--- src/rtl/keypad_scanner.sv ---
// 4x4 matrix keypad scanner: steps an active-low column strobe, debounces row presses
// and releases, and keeps a four-digit history of accepted keys for a hex display.
module keypad_scanner #(
    parameter int CLK_HZ   = 100_000_000,
    parameter int SCAN_HZ  = 1000,
    parameter int DEBOUNCE = 4
) (
    input  logic        clk,
    input  logic        rst,
    input  logic [3:0]  row_in,
    output logic [3:0]  col_out,
    output logic [3:0]  key_hex,
    output logic        key_valid,
    output logic        key_held,
    output logic [15:0] digits
);

    localparam int TICK_DIV = CLK_HZ / SCAN_HZ;
    localparam int DIV_W    = (TICK_DIV > 1) ? $clog2(TICK_DIV) : 1;
    localparam int CNT_W    = (DEBOUNCE > 1) ? $clog2(DEBOUNCE + 1) : 1;
    localparam logic [DIV_W-1:0] DIV_LAST = DIV_W'(TICK_DIV - 1);
    localparam logic [CNT_W-1:0] DEB_N    = CNT_W'(DEBOUNCE);
    localparam logic [CNT_W-1:0] CNT_ONE  = CNT_W'(1);

    typedef enum logic [1:0] {SCAN, DEB_PRESS, HELD, DEB_REL} state_t;

    state_t             r_state, w_state_next;
    logic [3:0]         r_sync1, r_sync2;
    logic [DIV_W-1:0]   r_div;
    logic [1:0]         r_col, w_col_next;
    logic [CNT_W-1:0]   r_cnt, w_cnt_next, w_cnt_inc;
    logic [3:0]         r_pat;
    logic [1:0]         r_row, w_row_idx, w_key_row;
    logic               w_tick, w_one_low, w_capture, w_accept;
    logic [3:0]         w_key;

    function automatic logic [3:0] map_key(input logic [1:0] r, input logic [1:0] c);
        case ({r, c})
            4'h0: map_key = 4'h1;  4'h1: map_key = 4'h2;  4'h2: map_key = 4'h3;  4'h3: map_key = 4'hA;
            4'h4: map_key = 4'h4;  4'h5: map_key = 4'h5;  4'h6: map_key = 4'h6;  4'h7: map_key = 4'hB;
            4'h8: map_key = 4'h7;  4'h9: map_key = 4'h8;  4'hA: map_key = 4'h9;  4'hB: map_key = 4'hC;
            4'hC: map_key = 4'h0;  4'hD: map_key = 4'hF;  4'hE: map_key = 4'hE;  default: map_key = 4'hD;
        endcase
    endfunction

    // NOTE: sequential state uses non-blocking assignments so every flop samples pre-edge values.
    always_ff @(posedge clk or posedge rst) begin
        if (rst) begin
            r_sync1 <= 4'hF;
            r_sync2 <= 4'hF;
            r_div   <= '0;
        end else begin
            r_sync1 <= row_in;
            r_sync2 <= r_sync1;
            r_div   <= (r_div == DIV_LAST) ? '0 : r_div + 1'b1;
        end
    end

    assign w_tick    = (r_div == DIV_LAST);
    assign w_cnt_inc = r_cnt + CNT_ONE;

    always_comb begin
        w_one_low = 1'b1;
        w_row_idx = 2'd0;
        case (r_sync2)
            4'b1110: w_row_idx = 2'd0;
            4'b1101: w_row_idx = 2'd1;
            4'b1011: w_row_idx = 2'd2;
            4'b0111: w_row_idx = 2'd3;
            default: w_one_low = 1'b0;
        endcase
    end

    // NOTE: every always_comb output gets a default first so no path infers a latch.
    always_comb begin
        w_state_next = r_state;
        w_col_next   = r_col;
        w_cnt_next   = r_cnt;
        w_capture    = 1'b0;
        w_accept     = 1'b0;
        if (w_tick) begin
            case (r_state)
                SCAN: begin
                    if (w_one_low) begin
                        w_capture  = 1'b1;
                        w_cnt_next = CNT_ONE;
                        if (DEBOUNCE <= 1) begin
                            w_state_next = HELD;
                            w_accept     = 1'b1;
                        end else begin
                            w_state_next = DEB_PRESS;
                        end
                    end else begin
                        w_col_next = r_col + 2'd1;
                    end
                end
                DEB_PRESS: begin
                    if (r_sync2 == r_pat) begin
                        w_cnt_next = w_cnt_inc;
                        if (w_cnt_inc >= DEB_N) begin
                            w_state_next = HELD;
                            w_accept     = 1'b1;
                        end
                    end else begin
                        w_cnt_next   = '0;
                        w_state_next = SCAN;
                        w_col_next   = r_col + 2'd1;
                    end
                end
                HELD: begin
                    if (r_sync2 == 4'hF) begin
                        w_cnt_next = CNT_ONE;
                        if (DEBOUNCE <= 1) begin
                            w_state_next = SCAN;
                            w_col_next   = r_col + 2'd1;
                        end else begin
                            w_state_next = DEB_REL;
                        end
                    end
                end
                default: begin
                    if (r_sync2 == 4'hF) begin
                        w_cnt_next = w_cnt_inc;
                        if (w_cnt_inc >= DEB_N) begin
                            w_state_next = SCAN;
                            w_col_next   = r_col + 2'd1;
                        end
                    end else begin
                        w_state_next = HELD;
                    end
                end
            endcase
        end
    end

    // With single-sample debounce the key is accepted on the capturing tick itself.
    assign w_key_row = (r_state == SCAN) ? w_row_idx : r_row;
    assign w_key     = map_key(w_key_row, r_col);

    always_ff @(posedge clk or posedge rst) begin
        if (rst) begin
            r_state   <= SCAN;
            r_col     <= 2'd0;
            r_cnt     <= '0;
            r_pat     <= 4'hF;
            r_row     <= 2'd0;
            key_hex   <= 4'h0;
            key_valid <= 1'b0;
            digits    <= 16'h0000;
        end else begin
            r_state   <= w_state_next;
            r_col     <= w_col_next;
            r_cnt     <= w_cnt_next;
            key_valid <= w_accept;
            if (w_capture) begin
                r_pat <= r_sync2;
                r_row <= w_row_idx;
            end
            if (w_accept) begin
                key_hex <= w_key;
                digits  <= {digits[11:0], w_key};
            end
        end
    end

    assign col_out  = ~(4'b0001 << r_col);
    assign key_held = (r_state == HELD) || (r_state == DEB_REL);

endmodule

--- config.mk ---
export PLATFORM = sky130hd
export DESIGN_NAME = keypad_scanner
export DESIGN_NICKNAME = d
export VERILOG_FILES = /design/src/rtl/keypad_scanner.sv
export SDC_FILE = /design/constraint.sdc
export NUM_CORES = 1
export LEC_CHECK = 0
export BUFFER_PORTS_ARGS = -buffer_cell sky130_fd_sc_hd__buf_2
export CORE_MARGIN = 1.5
export CORE_UTILIZATION = 25
export CTS_CLUSTER_DIAMETER = 120
export CTS_CLUSTER_SIZE = 20
export DETAILED_ROUTE_END_ITERATION = 10
export PLACE_DENSITY_LB_ADDON = 0.15
export REMOVE_ABC_BUFFERS = 1
export SYNTH_ARGS = -nofsm -noshare
export SYNTH_HDL_FRONTEND = slang
export SYNTH_SLANG_ARGS = --single-unit
--- constraint.sdc ---
create_clock -name clk -period 3.1 [get_ports clk]
set_input_delay 0.62 -clock clk [delete_from_list [all_inputs] [get_ports clk]]
set_output_delay 0.62 -clock clk [all_outputs]
set_load 0.02 [all_outputs]
==> run_results.csv <==
group,metric,value,unit
run_status,status,"finished, final reports clean",
timing,setup_slack,815.0,ps
yosys,yosysWarningCount,0,
floorplan,ioPinCount,32,
clock_network,cts_tree,"yes",
yosys,synthTopCellsByArea,"sky130_fd_sc_hd__dfrtp_1 (38%), sky130_fd_sc_hd__dfstp_2 (11%), sky130_fd_sc_hd__mux2_2 (5.6%)",
routing,met2_routed_wirelength,2320,microns
clock_network,worstSkewPairLatency,320,ps
placement,placed_cell_area,3067,sq um
power,p_per_area,402.3,nW/um^2
critical_path,critical_path_arrival,2500,ps
clock_network,clkSlewWorstSetupHoldPaths,110,ps
cells_and_area,layout.cells.most_common_list,"sky130_fd_sc_hd__dfrtp_1 (43), sky130_fd_sc_hd__buf_2 (31), sky130_fd_sc_hd__xnor2_1 (18)",
critical_path,timing.critical_path.from_type,"register",
critical_path,worstSetupPathType,"reg -> reg",
yosys,register_area_share_after_synthesis,0.4947,
min_path,hold_path_class,"in -> async",
timing,fmax,437.6,MHz
critical_path,ff_to_ff_setup_slack,820,ps
yosys,synth_area_leader_cell,"sky130_fd_sc_hd__dfrtp_1",
critical_path,critPathSlowestCell,"sky130_fd_sc_hd__dfstp_2",
timing,finalCriticalPeriod,2285,ps
power,power_leakage,1.524,nW
timing,post_route_skew,16.36,ps
timing,finalHoldViolations,0,
cells_and_area,area_growth_syn_to_layout,13.17,%
cells_and_area,postLayoutCellArea,3183,sq um
cells_and_area,antenna-diode-count,0,
critical_path,critical_path.cell_chain,"xnor2_1, and4_1, nor2b_1, nand4_4, mux2_4",
routing,routedLengthMet1,2560,microns
power,power.share.combinational,0.037,
grt,grt_overflow_total,0,
routing,drt_first_pass_iters,4,
cells_and_area,stdcell_count,401,
routing,route.antenna.remaining_nets,0,
clock_network,clock-sinks,55,
clock_network,cts-root-buf,"sky130_fd_sc_hd__clkbuf_8",
timing,post-route-period-util,0.7371,
grt,wire_length_of_the_first_global_routing_pass,8694,microns
clock_network,cts_htree_levels,2,
power,pwr-share-clk,0.387,
timing,timing.final.setup_violations,0,
yosys,number_of_storage_elements_in_the_synthesis_netlist,55,
power,p_total,1.281,mW
yosys,synth_enable_flop_cells,0,
cells_and_area,final_common_cell,"sky130_fd_sc_hd__dfrtp_1",
yosys,synth_top_area_share,0.3826,
yosys,netlist_instances,235,
yosys,synth_ff_type,"sky130_fd_sc_hd__dfrtp_1",
critical_path,ff2ff_path_depth,5,
floorplan,vertical_extent_of_the_die,109.1,microns
critical_path,critical_path.reg2reg.endpoint,"digits[6]",
floorplan,start_util,0.2583,
timing,grt_setup_unrepaired,"no",
critical_path,timing.critical_path.max_delay_family,"simple AND/OR/NAND/NOR gates",
clock_network,clockBufferDepth,2,
routing,route.detailed.drc,0,
yosys,synth_cell_types,47,
clock_network,postCtsSetupBuffers,0,
timing,final.setup.tns,0,ps
grt,grt_start_max_net_pins,34,
placement,pre_cts_ws,799.5,ps
placement,place.detailed.instances,393,
clock_network,postCtsHoldBufs,0,
cells_and_area,drive_above_1_share,0.3218,
floorplan,die-width,109.1,microns
routing,totalWireLength,5154,microns
grt,antenna_violations_before_repair,0,
critical_path,critical_path.n_buffers_inverters,0,
grt,grt_usage,0.09433,
power,p_int,0.9907,mW
routing,initialDrtViolationCount,75,
placement,portBuffers,31,
routing,detail_route.vias_per_cell,4.367,
critical_path,cp_slowest_stage_delay,690,ps
run,timing.max_cap.violations,0,
yosys,postSynth.asyncResetShare,1.000,
power,worst_ir_drop_vdd,0.2078,mV
critical_path,crit_fanout,16,
floorplan,rows,38,
clock_network,cts-resized-gates,0,
grt,via_count_of_the_first_global_routing_pass,1731,
critical_path,required,3320,ps
routing,met3_length,187,microns
floorplan,coreArea,10890,sq um
placement,gpl.final_weighted_congestion,0.7458,
placement,detailed_place_hpwl,3655,microns
critical_path,endpoint_class_of_the_critical_path,"register",
floorplan,design.die.area,11900,sq um
critical_path,worst_r2r_startpoint,"r_sync2[3]",
power,p_sw,0.2900,mW
timing,number_of_pins_with_negative_max_slew_slack_in_the_final_report,0,
critical_path,crit_start,"r_sync2[3]",
yosys,synth_area_per_cell,11.97,sq um
clock_network,numCtsBuffers,5,
routing,top_signal_layer_used,"met4",
yosys,mappedNetlistArea,2813,sq um
routing,avgRoutedWirePerCell,12.85,microns
power,power_switching_share,0.2264,
routing,detailed_route_via_count,1751,
power,sequential_share_of_power,0.576,
timing,max_slew.worst_pin.slew,627.4,ps
cells_and_area,layout.nets,274,
timing,slew-limit-headroom,0.5785,
## routing by layer
metal	GRT usage	vias to the layer above
met1	0.1279	847
li1	-	870
met4	0.03759	0
met2	0.1388	25
met3	0.02929	9
met5	0	-
## layout make-up
class	instances	area [sq um]
fillers	1130	7705
repair buffers	32	162.7
inverters	12	45.04
clock buffers	5	68.82
multi-input cells	154	1292
flip-flops and latches	55	1391
well taps	140	175.2
clock inverters	3	47.55
## power by group through the flow
stage / combinational, mW / sequential, mW / clock (mW)
floorplan: 0.0356 / 0.748 / 0
global placement: 0.0501 / 0.751 / 0
detailed placement: 0.0498 / 0.751 / 0
CTS: 0.0500 / 0.738 / 0.519
global route: 0.0552 / 0.740 / 0.554
finish: 0.0479 / 0.738 / 0.495
## worst register-to-register path, cell delays in order (launching register included)
cell,delay [ps]
sky130_fd_sc_hd__dfstp_2,690
sky130_fd_sc_hd__xnor2_1,170
sky130_fd_sc_hd__and4_1,250
sky130_fd_sc_hd__nor2b_1,270
sky130_fd_sc_hd__nand4_4,370
sky130_fd_sc_hd__mux2_4,440
## through the flow
| step | hold WS, ps | utilization |
|---|---|---|
| 2_1_floorplan | 345.2 | - |
| 3_3_place_gp | 346.0 | 0.2817 |
| 3_5_place_dp | 347.0 | 0.2817 |
| 4_1_cts | 325.2 | 0.2923 |
| 5_1_grt | 329.8 | 0.2923 |
| 6_report | 311.9 | 0.2923 |
## state kept, by name, indices dropped and copies added (netlist names)
register,flops
r_sync2,4
key_hex,3
r_cnt,3
r_sync1,4
digits,13
r_pat,4
r_row,2
r_col,2
r_state,2
r_div,17
key_valid,1
## worst max-delay path by stage
stage                             to  cells past startpoint
after floorplan           digits[10]                      5
after global placement     digits[8]                      5
after detailed placement   digits[6]                      5
after CTS                  digits[6]                      5
after global routing       digits[6]                      5
final                      digits[6]                      5
## synth_stat cells, drive strengths merged (2+ instances only)
cell,number
inv,12
dfrtp,43
xor2,8
o21a,2
and3,4
nand3,11
a22o,2
mux2i,5
and4,3
buf,12
ha,8
nand4,9
nor2,15
mux2,23
and4b,3
o21ai,6
a21oi,5
a41oi,2
nand2,6
clkbuf,2
nor4,2
nor3,4
xnor2,18
dfstp,12
nor2b,4
## cells by family after synthesis
| group | synth area share |
|---|---|
| adder cells (fa/ha/maj) | 0.03559 |
| flip-flops | 0.4947 |
| buffers and inverters | 0.04582 |
| multiplexers | 0.1219 |
| AND/OR/NAND/NOR | 0.1508 |
| AO/OA/AOI/OAI | 0.07029 |
| XOR/XNOR | 0.08096 |
Power figures use the tool's default switching activity.
